===== src/rtl/alert_sequencer.sv =====
// Alert sequencer: arbitrates four alert requests and plays a ms-timed on/off beep cadence
// on tone_en, with fixed priority err > timeout > ok > key and preemption by higher priority.
module alert_sequencer #(
    parameter int T_TICK     = 12000,
    parameter int KEY_ON_MS  = 50,
    parameter int OK_ON_MS   = 100,
    parameter int OK_GAP_MS  = 100,
    parameter int OK_COUNT   = 2,
    parameter int TO_ON_MS   = 1000,
    parameter int ERR_ON_MS  = 500,
    parameter int ERR_GAP_MS = 500,
    parameter int ERR_COUNT  = 3
) (
    input  logic       clk,
    input  logic       rst_n,
    input  logic       req_key,
    input  logic       req_ok,
    input  logic       req_timeout,
    input  logic       req_err,
    input  logic       mute,
    output logic       tone_en,
    output logic       busy,
    output logic [1:0] active_id,
    output logic       done
);

    typedef enum logic [1:0] {IDLE, ON, GAP} state_t;

    localparam int PRE_W = (T_TICK > 1) ? $clog2(T_TICK) : 1;
    localparam logic [PRE_W-1:0] PRE_MAX = PRE_W'(T_TICK - 1);

    state_t           state_q, state_d;
    logic [PRE_W-1:0] preCnt_q, preCnt_d;
    logic [15:0]      msCnt_q, msCnt_d;
    logic [2:0]       beepCnt_q, beepCnt_d;
    logic [1:0]       activeId_q, activeId_d;
    logic             tone_q, tone_d;
    logic             busy_q, busy_d;
    logic             done_q, done_d;

    logic       anyReq, tick, phaseEnd, lastBeep, preempt, clearCnt;
    logic [1:0] reqId;
    logic [15:0] phaseMs;

    // The alert id doubles as its priority, so preemption is a plain magnitude compare.
    function automatic logic [15:0] onMs(input logic [1:0] id);
        case (id)
            2'd0:    return 16'(KEY_ON_MS);
            2'd1:    return 16'(OK_ON_MS);
            2'd2:    return 16'(TO_ON_MS);
            default: return 16'(ERR_ON_MS);
        endcase
    endfunction

    function automatic logic [15:0] gapMs(input logic [1:0] id);
        case (id)
            2'd1:    return 16'(OK_GAP_MS);
            2'd3:    return 16'(ERR_GAP_MS);
            default: return 16'd0;
        endcase
    endfunction

    function automatic logic [2:0] beepCount(input logic [1:0] id);
        case (id)
            2'd1:    return 3'(OK_COUNT);
            2'd3:    return 3'(ERR_COUNT);
            default: return 3'd1;
        endcase
    endfunction

    always_ff @(posedge clk or negedge rst_n) begin
        if (!rst_n) begin
            state_q    <= IDLE;
            preCnt_q   <= '0;
            msCnt_q    <= '0;
            beepCnt_q  <= '0;
            activeId_q <= '0;
            tone_q     <= 1'b0;
            busy_q     <= 1'b0;
            done_q     <= 1'b0;
        end else begin
            state_q    <= state_d;
            preCnt_q   <= preCnt_d;
            msCnt_q    <= msCnt_d;
            beepCnt_q  <= beepCnt_d;
            activeId_q <= activeId_d;
            tone_q     <= tone_d;
            busy_q     <= busy_d;
            done_q     <= done_d;
        end
    end

    // Natural completion is tested before preemption so a request on the final cycle is dropped.
    always_comb begin
        state_d    = state_q;
        activeId_d = activeId_q;
        beepCnt_d  = beepCnt_q;
        done_d     = 1'b0;
        clearCnt   = 1'b0;

        anyReq = req_err | req_timeout | req_ok | req_key;
        if (req_err)          reqId = 2'd3;
        else if (req_timeout) reqId = 2'd2;
        else if (req_ok)      reqId = 2'd1;
        else                  reqId = 2'd0;

        tick     = (preCnt_q == PRE_MAX);
        phaseMs  = (state_q == GAP) ? gapMs(activeId_q) : onMs(activeId_q);
        phaseEnd = (state_q != IDLE) && tick && (msCnt_q == phaseMs - 16'd1);
        lastBeep = (beepCnt_q == beepCount(activeId_q) - 3'd1);
        preempt  = (state_q != IDLE) && anyReq && (reqId > activeId_q);

        if (state_q == IDLE) begin
            preCnt_d = '0;
            msCnt_d  = '0;
        end else if (tick) begin
            preCnt_d = '0;
            msCnt_d  = msCnt_q + 16'd1;
        end else begin
            preCnt_d = preCnt_q + PRE_W'(1);
            msCnt_d  = msCnt_q;
        end

        case (state_q)
            IDLE: begin
                if (anyReq) begin
                    state_d    = ON;
                    activeId_d = reqId;
                    beepCnt_d  = '0;
                end
            end
            ON: begin
                if (phaseEnd && lastBeep) begin
                    state_d   = IDLE;
                    done_d    = 1'b1;
                    beepCnt_d = '0;
                    clearCnt  = 1'b1;
                end else if (preempt) begin
                    activeId_d = reqId;
                    beepCnt_d  = '0;
                    clearCnt   = 1'b1;
                end else if (phaseEnd) begin
                    state_d  = GAP;
                    clearCnt = 1'b1;
                end
            end
            GAP: begin
                if (preempt) begin
                    state_d    = ON;
                    activeId_d = reqId;
                    beepCnt_d  = '0;
                    clearCnt   = 1'b1;
                end else if (phaseEnd) begin
                    state_d   = ON;
                    beepCnt_d = beepCnt_q + 3'd1;
                    clearCnt  = 1'b1;
                end
            end
            default: begin
                state_d  = IDLE;
                clearCnt = 1'b1;
            end
        endcase

        if (clearCnt) begin
            preCnt_d = '0;
            msCnt_d  = '0;
        end

        busy_d = (state_d != IDLE);
        tone_d = (state_d == ON) && !mute;
    end

    assign tone_en   = tone_q;
    assign busy      = busy_q;
    assign active_id = activeId_q;
    assign done      = done_q;

endmodule


===== config.mk =====
export PLATFORM = sky130hd
export DESIGN_NAME = alert_sequencer
export DESIGN_NICKNAME = d
export VERILOG_FILES = /design/src/rtl/alert_sequencer.sv
export SDC_FILE = /design/constraint.sdc
export NUM_CORES = 1
export LEC_CHECK = 0
export BUFFER_PORTS_ARGS = -buffer_cell sky130_fd_sc_hd__buf_2
export CAP_MARGIN = 0
export CORE_UTILIZATION = 55
export DETAILED_ROUTE_END_ITERATION = 10
export GPL_TIMING_DRIVEN = 0
export PLACE_DENSITY = 0.78
export SYNTH_ARGS = -nofsm -noshare
export SYNTH_HDL_FRONTEND = slang
export SYNTH_SLANG_ARGS = --single-unit
export TNS_END_PERCENT = 50

===== constraint.sdc =====
create_clock -name clk -period 7.2 [get_ports clk]
set_clock_uncertainty 0.1 [all_clocks]
set_input_delay 1.08 -clock clk [delete_from_list [all_inputs] [get_ports clk]]
set_output_delay 1.08 -clock clk [all_outputs]
set_load 0.005 [all_outputs]

# Yosys cells after proc, flatten, opt, wreduce, memory -nomap -nowiden
# Cells that the tools add are included.
dict set report op_classes {
  n_addsub 5
  order_cmp 1
  shifts 0
  multipliers 0
  n_mux 36
  n_bitwise 3
  eq_ne 13
  div 0
  n_reduce_logical 15
}
# op n
set ops {}
lappend ops {{$mux W16} 4}
lappend ops {{$mux W14} 3}
lappend ops {{$pmux W10 S3} 1}
lappend ops {{$mux W2} 11}
lappend ops {{$pmux W9 S2} 1}
lappend ops {{$add A16 B1 Y16 const B} 1}
lappend ops {{$eq A16 B16 Y1} 1}
lappend ops {{$sub A16 B1 Y16 const B} 1}
lappend ops {{$mux W3} 5}
lappend ops {{$add A14 B1 Y14 const B} 1}
lappend ops {{$eq A14 B14 Y1 const B} 1}
lappend ops {{$pmux W2 S3} 2}
lappend ops {{$pmux W3 S3} 1}
lappend ops {{$eq A2 B1 Y1 const B} 3}
lappend ops {{$eq A2 B2 Y1 const B} 3}
lappend ops {{$logic_and A1 B1 Y1} 6}
lappend ops {{$mux W1} 6}
lappend ops {{$ne A3 B3 Y1 const B} 2}
lappend ops {{$reduce_bool A3 Y1} 2}
lappend ops {{$logic_not A2 Y1} 2}
lappend ops {{$ne A2 B2 Y1 const B} 2}
lappend ops {{$pmux W2 S2} 1}
lappend ops {{$reduce_and A4 Y1} 1}
lappend ops {{$reduce_bool A2 Y1} 2}
lappend ops {{other kinds (8)} 10}
dict set report totals {
  inputBits 7
  latchBits 0
  out_inout_bits 5
  rom_bits 0
  ram_bits 0
  n_memories 0
  reg_bits 40
  wordCells 81
}

# Logic depth before layout (Yosys ltp)
# Gate-level depths: netlist (run 1).
dict set report logic_depth {
  ltp_word 12
  depth_mapped 13
  depth_no_buf 12
}

# Worst setup path before layout (run 1)
# No wires, ideal clock.
dict set report synth_path {
  path_type {flip-flop to flip-flop}
  from {register activeId_q[0], in the netlist active_id[0]}
  to {register msCnt_q[10]}
  n_path_buf 2
  synth_period_minus_slack_ns 3.430
  t_required_ns 6.979
  slack_ns 3.770
  arrival_time_ns 3.209
  setup_ns 0.121
  path_stages_with_launch 14
  cell_sequence {dfrtp_1 ha_1 buf_2 nor2_1 ha_1 a21boi_1 a21oi_1 o31a_1 or4_4 nor3_4 o22ai_1 nand2_2 buf_2 nor2_1}
}
dict set report synth_between {
  elab_chain_cells 11
  elab_cells_between_ends 22
  classes_between {2 x add/sub; 1 x order compare; 5 x eq/ne; 9 x mux; 5 x reduce/logical}
}
# item line
set synth_rtl {}
lappend synth_rtl {{start, declared} 36} ;# logic [1:0] activeId_q, activeId_d;
lappend synth_rtl {{start signal, assigned} 86} ;# activeId_q <= activeId_d;
lappend synth_rtl {{$eq A2 B2 Y1, or another cell as far along} 47} ;# case (id)
lappend synth_rtl {{$pmux W10 S3 / $pmux W9 S2 (equally long branches)} {47, 56}}
lappend synth_rtl {{$mux W16} 108} ;# phaseMs = (state_q == GAP) ? gapMs(activeId_q) : onMs(activeId_q);
lappend synth_rtl {{$sub A16 B1 Y16} 109} ;# phaseEnd = (state_q != IDLE) && tick && (msCnt_q == phaseMs - 16'd1);
lappend synth_rtl {{$eq A16 B16 Y1} 109}
lappend synth_rtl {{$logic_and A1 B1 Y1} 109}
lappend synth_rtl {{$mux W1} {142, 153}}
lappend synth_rtl {{$mux W1} 138} ;# end else if (preempt) begin
lappend synth_rtl {{$mux W1} 133} ;# if (phaseEnd && lastBeep) begin
lappend synth_rtl {{$pmux W1 S3 *} 124} ;# case (state_q)
lappend synth_rtl {{$reduce_bool A3 Y1 (no source line) / $mux W16 (equally long branches)} --}
lappend synth_rtl {{end signal, assigned} 84} ;# msCnt_q <= msCnt_d;
lappend synth_rtl {{end, declared} 34} ;# logic [15:0] msCnt_q, msCnt_d;
# Every way passes the cells marked *; elsewhere a longest branch is shown, timed or not.
# A chain may end at the register's enable or synchronous reset.

# Worst setup path in the final report (run 1)
dict set report layout_path {
  from {register activeId_q[1], in the netlist active_id[1]}
  to {register msCnt_q[14]}
}
# The elaborated chain is that of the path after synthesis.

==> results.toml, run 1 <==
[sta]
finalSetupTns_ns = 0
setup_viol = 0
finalHoldViolations = 0
rsz0062_at_grt = "false"
finalCriticalPeriod_ns = 4.06
worst_pin_slew_ns = 0.884
max_freq_ghz = 0.246
maxSlewHeadroom_pct = 41.1
maxSlewViolCount = 0
finalCritPeriodShare_pct = 56.3

[clock_tree]
clk_latency_ns = 0.30
cts_made_buffers = 5
cts.sink_count = 40
cts_tree = "yes"
cts_hold_buf = 0
path_clk_slew_ns = 0.09
htreeDepth = 2
cts_setup_buffers = 0
cts_root_buf = "clkbuf_8"
cts_resized = 0
cts_max_path_buffers = 2

[power_and_ir_drop]
peakVddDrop_uv = 236
p_total_uw = 838
pwr_density_cell_nw_per_um2 = 295
p_leak_nw = 1.34

[synth]
syn_avg_cell_area_um2 = 8.85
ys_seq_elements = 40
syn_nets = 315
async_reset_ff_share_pct = 100
ys.flop_type = "dfrtp_1"
ys_seq_area_share_pct = 38.5
netlist_area_um2 = 2600
synth.distinct_cells = 54
postSynthCellCount = 294
synth-warning-count = 0
synth-edff-count = 0

[grt]
gr-total-overflow = 0
antenna_found_initial = 0
grt_max_degree = 41
first_global_vias = 2134
grt.total_usage_pct = 24.7
grt_pass1_wl_um = 9680

[status]
outcome = "completed"

[cells_and_area]
fillers = 399
register_area_um2 = 1000
drive_gt1_share_pct = 9.90
nNetsFinal = 333
multi_input_area_um2 = 1510
synthToLayoutAreaGrowth_pct = 9.04
diodes = 0

[drt]
drtPass1Iterations = 4
routed_wl_um = 5410
final_antenna_net_count = 0
drt-initial-drc-count = 94
vias_per_cell = 5.76
wl_per_cell_um = 14.8
drc_errors = 0
via_count = 2101

[worst_setup_path]
worstSetupEndpointType = "register"
cp_slowest_cell = "or4_4"
worstPathCellList = "inv_1 -> ha_1 -> nor2_1 -> ha_1 -> a21boi_1 -> a21oi_1 -> o31a_1 -> or4_4 -> nor3_4 -> o22ai_1 -> nand2_2 -> buf_2 -> nor2_1"
reg2reg_setup_slack_ns = 3.14
crit_type = "reg2reg"
worstPathRequired_ns = 7.28
crit_fanout = 10
r2r_cells = 13
critPathMaxStageDelay_ns = 0.56
arrival_ns = 4.14
r2r_end = "msCnt_q[14]$_DFFE_PN0P_"
rr_startpoint = "active_id[1]$_DFFE_PN0P_"
start_kind = "register"

[worst_hold_path]
hold_path_class = "reg2reg"
whs_path_depth = 1
hold_start = "preCnt_q[0]$_DFF_PN0_"
min_to = "preCnt_q[0]$_DFF_PN0_"

[floorplan]
io_pins = 12
start_util_pct = 58.5
rows = 24
die_x_um = 70.8
die_area_um2 = 5010
die_height_um = 70.8
core_um2 = 4440

[place]
hpwl_um = 3950
gp_congestion = 0.859
port_buffers = 11

[job]
drv_cap = 0
==> through the flow <==
stage          cell area (um^2)  hold WS (ns)  worst slack (ns)  std cells  util, %
3_3_place_gp               2720         0.358              3.27        357     61.2
5_1_grt                    2840         0.409              2.90        365     63.8
2_1_floorplan              2600         0.338              3.77        294        -
6_report                   2840         0.386              3.14        365     63.8
4_1_cts                    2840         0.387              3.16        365     63.8
3_5_place_dp               2720         0.376              3.21        357     61.2
==> placed cells by master (no fill, tap or decap), types with 3 or more instances in the layout <==
cell and count:
nand2b_1 5, nor2_1 46, buf_2 13, nor3_1 7, dfrtp_1 40, and3_1 8
a21oi_1 12, xnor2_1 12, xor2_1 20, or3_1 5, inv_1 15, clkbuf_1 4
nand4_1 6, nand2_1 23, nand3_1 14, o21a_1 3, and2_1 4, clkbuf_8 5
ha_1 14, o21ai_0 8
==> logic make-up (layout without fill, tap and decap cells) <==
kind of cell,after synthesis,in the layout,synth area share (%)
multiplexers,2,2,0.770
AND/OR/NAND/NOR,138,138,28.0
adder cells (fa/ha/maj),14,14,6.73
flip-flops,40,40,38.5
AO/OA/AOI/OAI,46,46,11.8
XOR/XNOR,32,32,10.8
buffers and inverters,22,41,3.41
==> state kept, by name, summed over array words and instances, names as in the netlist <==
signal,cells
tone_en,1
active_id,2
beepCnt_q,3
preCnt_q,14
msCnt_q,16
done,1
busy,1
state_q,2
==> how the worst max path moves through the flow <==
stage                        startpoint                 endpoint  slack, ns  depth (start not counted)
4_1_cts        active_id[1]$_DFFE_PN0P_  msCnt_q[14]$_DFFE_PN0P_       3.16                         13
6_report       active_id[1]$_DFFE_PN0P_  msCnt_q[14]$_DFFE_PN0P_       3.14                         13
5_1_grt        active_id[1]$_DFFE_PN0P_  msCnt_q[14]$_DFFE_PN0P_       2.90                         13
3_3_place_gp   active_id[1]$_DFFE_PN0P_  msCnt_q[13]$_DFFE_PN0P_       3.27                         13
2_1_floorplan  active_id[0]$_DFFE_PN0P_  msCnt_q[10]$_DFFE_PN0P_       3.77                         13
3_5_place_dp   active_id[1]$_DFFE_PN0P_  msCnt_q[14]$_DFFE_PN0P_       3.21                         13
==> cell type report <==
class	instances	share of cell area, %
plain buffers	7	1.15
flip-flops and latches	40	35.3
multi-input cells	232	53.3
repair buffers	11	1.94
well taps	52	2.29
inverters	15	1.99
clock buffers	5	2.43
clock inverters	3	1.63
==> critical path, delay by kind of cell, from the launching register on <==
kind,cells,cell delay (ns)
buffers and inverters,2,0.40
DFF,1,0.51
and+or+nand+nor,5,1.45
AOI/OAI and AO/OA,4,0.86
adders and majority gates,2,0.62
==> metal layers <==
layer / part of all wire, % / vias to the layer above / track usage [%]
met5: 0 / - / 0
li1: - / 1052 / -
met2: 50 / 28 / 42.0
met3: 3.3 / 7 / 5.27
met1: 45 / 1014 / 31.5
met4: 1.3 / 0 / 8.22
==> power breakdown <==
part           switching [mW]  internal (mW)  total (mW)
sequential             0.0247          0.246       0.271
clock                  0.0885          0.104       0.193
combinational           0.229          0.145       0.374
==> cells in the mapped netlist (2+ instances only) <==
library cell / n / share of area [%]
nor2_1: 46 / 6.6
dfrtp_1: 40 / 38
nand2_1: 23 / 3.3
xor2_1: 20 / 6.7
inv_1: 15 / 2.2
ha_1: 14 / 6.7
nand3_1: 14 / 2.7
a21oi_1: 12 / 2.3
xnor2_1: 12 / 4.0
and3_1: 8 / 1.9
o21ai_0: 8 / 1.5
nor3_1: 7 / 1.3
nand4_1: 6 / 1.4
nand2b_1: 5 / 1.2
or3_1: 5 / 1.2
and2_1: 4 / 0.96
clkbuf_1: 4 / 0.58
o21a_1: 3 / 0.87
a211o_1: 2 / 0.67
a211oi_1: 2 / 0.58
a21o_1: 2 / 0.58
and4_1: 2 / 0.67
buf_2: 2 / 0.38
mux2i_1: 2 / 0.77
nor2b_1: 2 / 0.48
nor4b_2: 2 / 1.2
o211ai_1: 2 / 0.58
o21ai_1: 2 / 0.38
o22ai_1: 2 / 0.48
or2_2: 2 / 0.48
(Power assumes the default switching activity.)
==> run 2, diff against run 1 <==
- PLACE_DENSITY: 0.78 -> 0.8
- clock period: 7.2 -> 3.3 ns (I/O delays scaled with it)
==> run 2 against run 1 <==
Compared with the run above:
- utilization up 6.1 points
- combinational power rose to 3.1 times the previous value
- highest routed layer unchanged
- critical endpoint is now beepCnt_q[0]$_DFFE_PN0P_
- critical path depth stayed put
==> results.toml, run 2 (synthesis results as in run 1) <==
[sta]
finalCriticalPeriod_ns = 3.25
worst_pin_slew_ns = 0.876
maxSlewHeadroom_pct = 41.6
finalHoldViolations = 0
finalCritPeriodShare_pct = 98.3
whs_ns = 0.191
maxSlewViolCount = 0
max_freq_ghz = 0.308
setup_viol = 0

[power_and_ir_drop]
p_total_mw = 2.12
seqPwrFrac_pct = 27.1
combPwrFrac_pct = 54.1
clkPwrFrac_pct = 18.8
pwr_density_cell_nw_per_um2 = 684
swShare_pct = 39.9
peakVddDrop_uv = 437
p_leak_nw = 1.46
p_switching_uw = 848
p_int_mw = 1.28

[grt]
gr-total-overflow = 0
grt.total_usage_pct = 25.4
first_global_vias = 2216
antenna_found_initial = 0
grt_max_degree = 41
grt_pass1_wl_um = 9940

[cells_and_area]
nNetsFinal = 352
drive_gt1_share_pct = 19.6
synthToLayoutAreaGrowth_pct = 19.4
fillers = 329
top_regs = "msCnt_q: 16 flops, preCnt_q: 14 flops, beepCnt_q: 3 flops"
largest_reg_flops = 16
regMostFlops = "msCnt_q"
diodes = 0
final_common_cell = "nor2_1"
final_cell_mix = "45 x nor2_1, 38 x dfrtp_1, 23 x nand2_1"

[clock_tree]
path_clk_slew_ns = 0.09
htreeDepth = 2
cts_max_path_buffers = 2
cts_tree = "yes"
cts.sink_count = 40
cts_made_buffers = 5
clk_latency_ns = 0.30
cts_root_buf = "clkbuf_8"

[place]
gp_congestion = 0.845
port_buffers = 11
hpwl_um = 3720

[floorplan]
io_pins = 12
die_x_um = 70.8
die_height_um = 70.8
rows = 24
die_area_um2 = 5010
core_um2 = 4440
start_util_pct = 58.5

[drt]
via_count = 2274
drtPass1Iterations = 4
routed_wl_um = 5930
wl_met3_um = 346
drc_errors = 0
final_antenna_net_count = 0
met1_length_um = 2590
drt-initial-drc-count = 185
vias_per_cell = 5.92
wl_per_cell_um = 15.4
top_layer_used = "met4"
wl_met2_um = 2850

[worst_setup_path]
worstPathRequired_ns = 3.39
cp_slowest_cell = "dfrtp_2"
crit_fanout = 5
worstPathCellList = "buf_4 -> inv_1 -> ha_1 -> nor2b_2 -> nor3_1 -> o31a_1 -> or4_4 -> nor3_4 -> buf_6 -> buf_4 -> o22ai_1 -> a21oi_1 -> o21ai_0"
critPathLaunch = "active_id[0]$_DFFE_PN0P_"
worstSetupEndpointType = "register"
crit_type = "reg2reg"
rr_startpoint = "active_id[0]$_DFFE_PN0P_"
critPathMaxStageDelay_ns = 0.44
r2r_cells = 13
start_kind = "register"
reg2reg_setup_slack_ns = 0.05
arrival_ns = 3.33
cp_common_cell = "buf_4"
r2r_end = "beepCnt_q[0]$_DFFE_PN0P_"

[worst_hold_path]
hold_path_class = "in2async"

[job]
drv_cap = 0

[status]
outcome = "completed"
## run 2: critical path: cells and delay by family (launching register included)
| family | cells | cell delay, ns |
|---|---|---|
| AND/OR/NAND/NOR | 4 | 1.12 |
| buffers and inverters | 4 | 0.51 |
| flip-flops | 1 | 0.44 |
| AO/OA/AOI/OAI | 4 | 0.72 |
| adder cells (fa/ha/maj) | 1 | 0.24 |
## run 2: layout make-up
type / count / area [um^2] / share of cell area, %
Clock inverter: 3 / 42.5 / 1.37
Sequential cell: 40 / 1000 / 32.3
Inverter: 15 / 58.8 / 1.89
Multi-Input combinational cell: 232 / 1620 / 52.2
Timing Repair Buffer: 30 / 201 / 6.48
Buffer: 7 / 45.0 / 1.45
Tap cell: 52 / 65.1 / 2.09
Clock buffer: 5 / 68.8 / 2.22
## run 2: how the worst max path moves through the flow
| stage | endpoint | slack [ns] | cells past startpoint |
|---|---|---|---|
| 5_1_grt | tone_en$_DFF_PN0_ | -0.02 | 14 |
| 3_5_place_dp | msCnt_q[14]$_DFFE_PN0P_ | -0.37 | 13 |
| 6_report | beepCnt_q[0]$_DFFE_PN0P_ | 0.05 | 13 |
| 3_3_place_gp | msCnt_q[6]$_DFFE_PN0P_ | -0.36 | 13 |
| 4_1_cts | tone_en$_DFF_PN0_ | 0.002 | 13 |
| 2_1_floorplan | preCnt_q[11]$_DFF_PN0_ | 0.007 | 13 |
## run 2: metal layers
layer / vias to the layer above / GRT usage (%)
li1: 1088 / -
met1: 1092 / 31.6
met2: 79 / 41.5
met3: 15 / 5.70
met4: 0 / 13.3
met5: - / 0
## run 2: stage by stage
stage | std cells | instance area, um^2 | utilization [%] | setup slack, ns | TNS, ns
4_1_cts | 377 | 3010 | 67.8 | 0.00157 | 0
5_1_grt | 384 | 3110 | 69.9 | -0.0249 | -0.0303
3_5_place_dp | 357 | 2740 | 61.6 | -0.372 | -10.63
6_report | 384 | 3110 | 69.9 | 0.0547 | 0
3_3_place_gp | 357 | 2740 | 61.6 | -0.361 | -10.16
2_1_floorplan | 294 | 2620 | - | 0.00661 | 0
## run 2: power groups by stage
stage / clock network [mW] / registers, mW / logic [mW]
after floorplan: 0 / 0.596 / 0.652
after global placement: 0 / 0.601 / 0.812
after detailed placement: 0 / 0.605 / 0.835
after CTS: 0.410 / 0.579 / 1.02
after global routing: 0.431 / 0.581 / 1.26
final: 0.400 / 0.575 / 1.15
## run 2: repair_timing
action | CTS | global route
hold buffers | 0 | 0
endpoints found under the setup margin | 39 | 37
gates resized for setup | 16 | 8
buffers inserted | 12 | 7
pin swaps | 6 | 8
==> run 3, diff against run 2 <==
--- a/constraint.sdc
+++ b/constraint.sdc
@@ -4,2 +4,2 @@
 set_output_delay 0.495 -clock clk [all_outputs]
-set_load 0.005 [all_outputs]
+set_load 0.02 [all_outputs]
==> run 3 against run 2 <==
Compared with the run above:
- setup slack better by 0.066 ns
- sequential share of layout area barely moved
- register-to-register slack better by 0.07 ns
- non-clock buffer count down 1
- design area is essentially flat
- utilization fell by 0.056 points
==> results.toml, run 3 (synthesis results as in run 1) <==
[floorplan]
die_height_um = 70.8
start_util_pct = 58.5
rows = 24
core_um2 = 4440
die_x_um = 70.8
io_pins = 12
die_area_um2 = 5010

[grt]
grt.total_usage_pct = 24.1
grt_pass1_wl_um = 9540
antenna_found_initial = 0
grt_max_degree = 41
first_global_vias = 2148
gr-total-overflow = 0

[worst_setup_path]
crit_end = "beepCnt_q[1]$_DFFE_PN0P_"
cp_slowest_cell = "dfrtp_2"
arrival_ns = 3.26
r2r_end = "beepCnt_q[1]$_DFFE_PN0P_"
crit_type = "reg2reg"
worstPathCellList = "ha_4 -> buf_8 -> nor2_4 -> ha_4 -> a21boi_4 -> a21oi_2 -> o31a_1 -> or4_4 -> nor3_4 -> buf_4 -> o22ai_1 -> a21oi_1 -> o21ai_1"
rr_startpoint = "active_id[1]$_DFFE_PN0P_"
reg2reg_setup_slack_ns = 0.12
worstPathRequired_ns = 3.38
start_kind = "register"
critPathLaunch = "active_id[1]$_DFFE_PN0P_"
cp_common_cell = "ha_4"
crit_fanout = 6
critPathMaxStageDelay_ns = 0.46
r2r_cells = 13
worstSetupEndpointType = "register"

[power_and_ir_drop]
p_leak_nw = 1.46
peakVddDrop_uv = 353
pwr_density_cell_nw_per_um2 = 705
p_total_mw = 2.19

[clock_tree]
cts_hold_buf = 0
path_clk_slew_ns = 0.09
cts_made_buffers = 5
cts_tree = "yes"
htreeDepth = 2
cts_root_buf = "clkbuf_8"
cts_max_path_buffers = 2
clk_latency_ns = 0.30
cts.sink_count = 40

[sta]
maxSlewViolCount = 0
max_freq_ghz = 0.315
worst_pin_slew_ns = 0.887
maxSlewHeadroom_pct = 40.9
finalCriticalPeriod_ns = 3.18
finalHoldViolations = 0
setup_viol = 0
finalCritPeriodShare_pct = 96.3

[cells_and_area]
synthToLayoutAreaGrowth_pct = 19.3
top_regs = "msCnt_q: 16 flops, preCnt_q: 14 flops, beepCnt_q: 3 flops"
drive_gt1_share_pct = 19.9
register_area_um2 = 1000
multi_input_area_um2 = 1630
final_common_cell = "nor2_1"
regMostFlops = "msCnt_q"
final_cell_mix = "45 x nor2_1, 38 x dfrtp_1, 23 x nand2_1"
fillers = 343
diodes = 0
fin_area_um2 = 3100
largest_reg_flops = 16
nNetsFinal = 351

[place]
place_area_um2 = 2740
port_buffers = 11
hpwl_um = 3740
gp_congestion = 0.848

[drt]
drt-initial-drc-count = 206
drc_errors = 0
final_antenna_net_count = 0
via_count = 2212
vias_per_cell = 5.78
wl_per_cell_um = 14.9
drtPass1Iterations = 4
routed_wl_um = 5700

[job]
drv_cap = 0

[status]
outcome = "completed"

[worst_hold_path]
hold_path_class = "in2async"
==> run 3: cell type report <==
| type | count | share of cell area, % |
|---|---|---|
| multi-input combinational | 232 | 52.4 |
| clock buffer | 5 | 2.22 |
| clock inverter | 3 | 1.37 |
| buffer | 7 | 1.49 |
| tap | 52 | 2.10 |
| sequential | 40 | 32.3 |
| timing repair buffer | 29 | 6.25 |
| inverter | 15 | 1.89 |
==> run 3: per-layer routing <==
layer,global-route usage (%),share of wire (%),vias up
met4,7.78,1.3,0
met3,3.99,4.1,6
met2,41.2,50,45
met5,0,0,-
li1,-,-,1085
met1,31.3,45,1076
==> run 3: stage by stage <==
| step | worst slack, ns | std cells | utilization, % | hold slack (ns) | TNS, ns |
|---|---|---|---|---|---|
| after CTS | 0.000794 | 374 | 67.0 | 0.242 | 0 |
| after floorplan | 0.00540 | 294 | - | 0.0994 | 0 |
| after detailed placement | -0.331 | 357 | 61.7 | 0.364 | -9.25 |
| after global routing | -0.0121 | 383 | 69.8 | 0.276 | -0.0199 |
| after global placement | -0.335 | 357 | 61.7 | 0.364 | -9.19 |
| final | 0.121 | 383 | 69.8 | 0.211 | 0 |
==> run 3: power by group <==
part,leakage [nW],internal (mW),switching [mW]
logic,0.868,0.540,0.668
registers,0.541,0.540,0.0451
clock network,0.0541,0.224,0.173
total,1.46,1.30,0.886
==> run 3: worst max-delay path: cells and delay by family (launching register included) <==
kind | cells | cell delay [ns]
AND/OR/NAND/NOR | 3 | 0.90
buffers and inverters | 2 | 0.31
adder cells (fa/ha/maj) | 2 | 0.34
AO/OA/AOI/OAI | 6 | 0.95
flip-flops | 1 | 0.46
==> run 3: repair_timing <==
action | CTS | global route
setup endpoints to repair | 39 | 38
resized for setup | 10 | 18
buffers inserted | 9 | 9
hold endpoints to repair | 0 | 0
pin swaps | 7 | 11
==> run 3: worst min path at each step <==
stage | cells past startpoint | start | to | slack (ns)
after floorplan | 0 | rst_n | active_id[0]$_DFFE_PN0P_ | 0.1
after global placement | 1 | beepCnt_q[2]$_DFFE_PN0P_ | beepCnt_q[2]$_DFFE_PN0P_ | 0.36
after detailed placement | 1 | beepCnt_q[2]$_DFFE_PN0P_ | beepCnt_q[2]$_DFFE_PN0P_ | 0.36
after CTS | 1 | rst_n | active_id[0]$_DFFE_PN0P_ | 0.24
after global routing | 1 | rst_n | active_id[0]$_DFFE_PN0P_ | 0.28
final | 1 | rst_n | active_id[0]$_DFFE_PN0P_ | 0.21
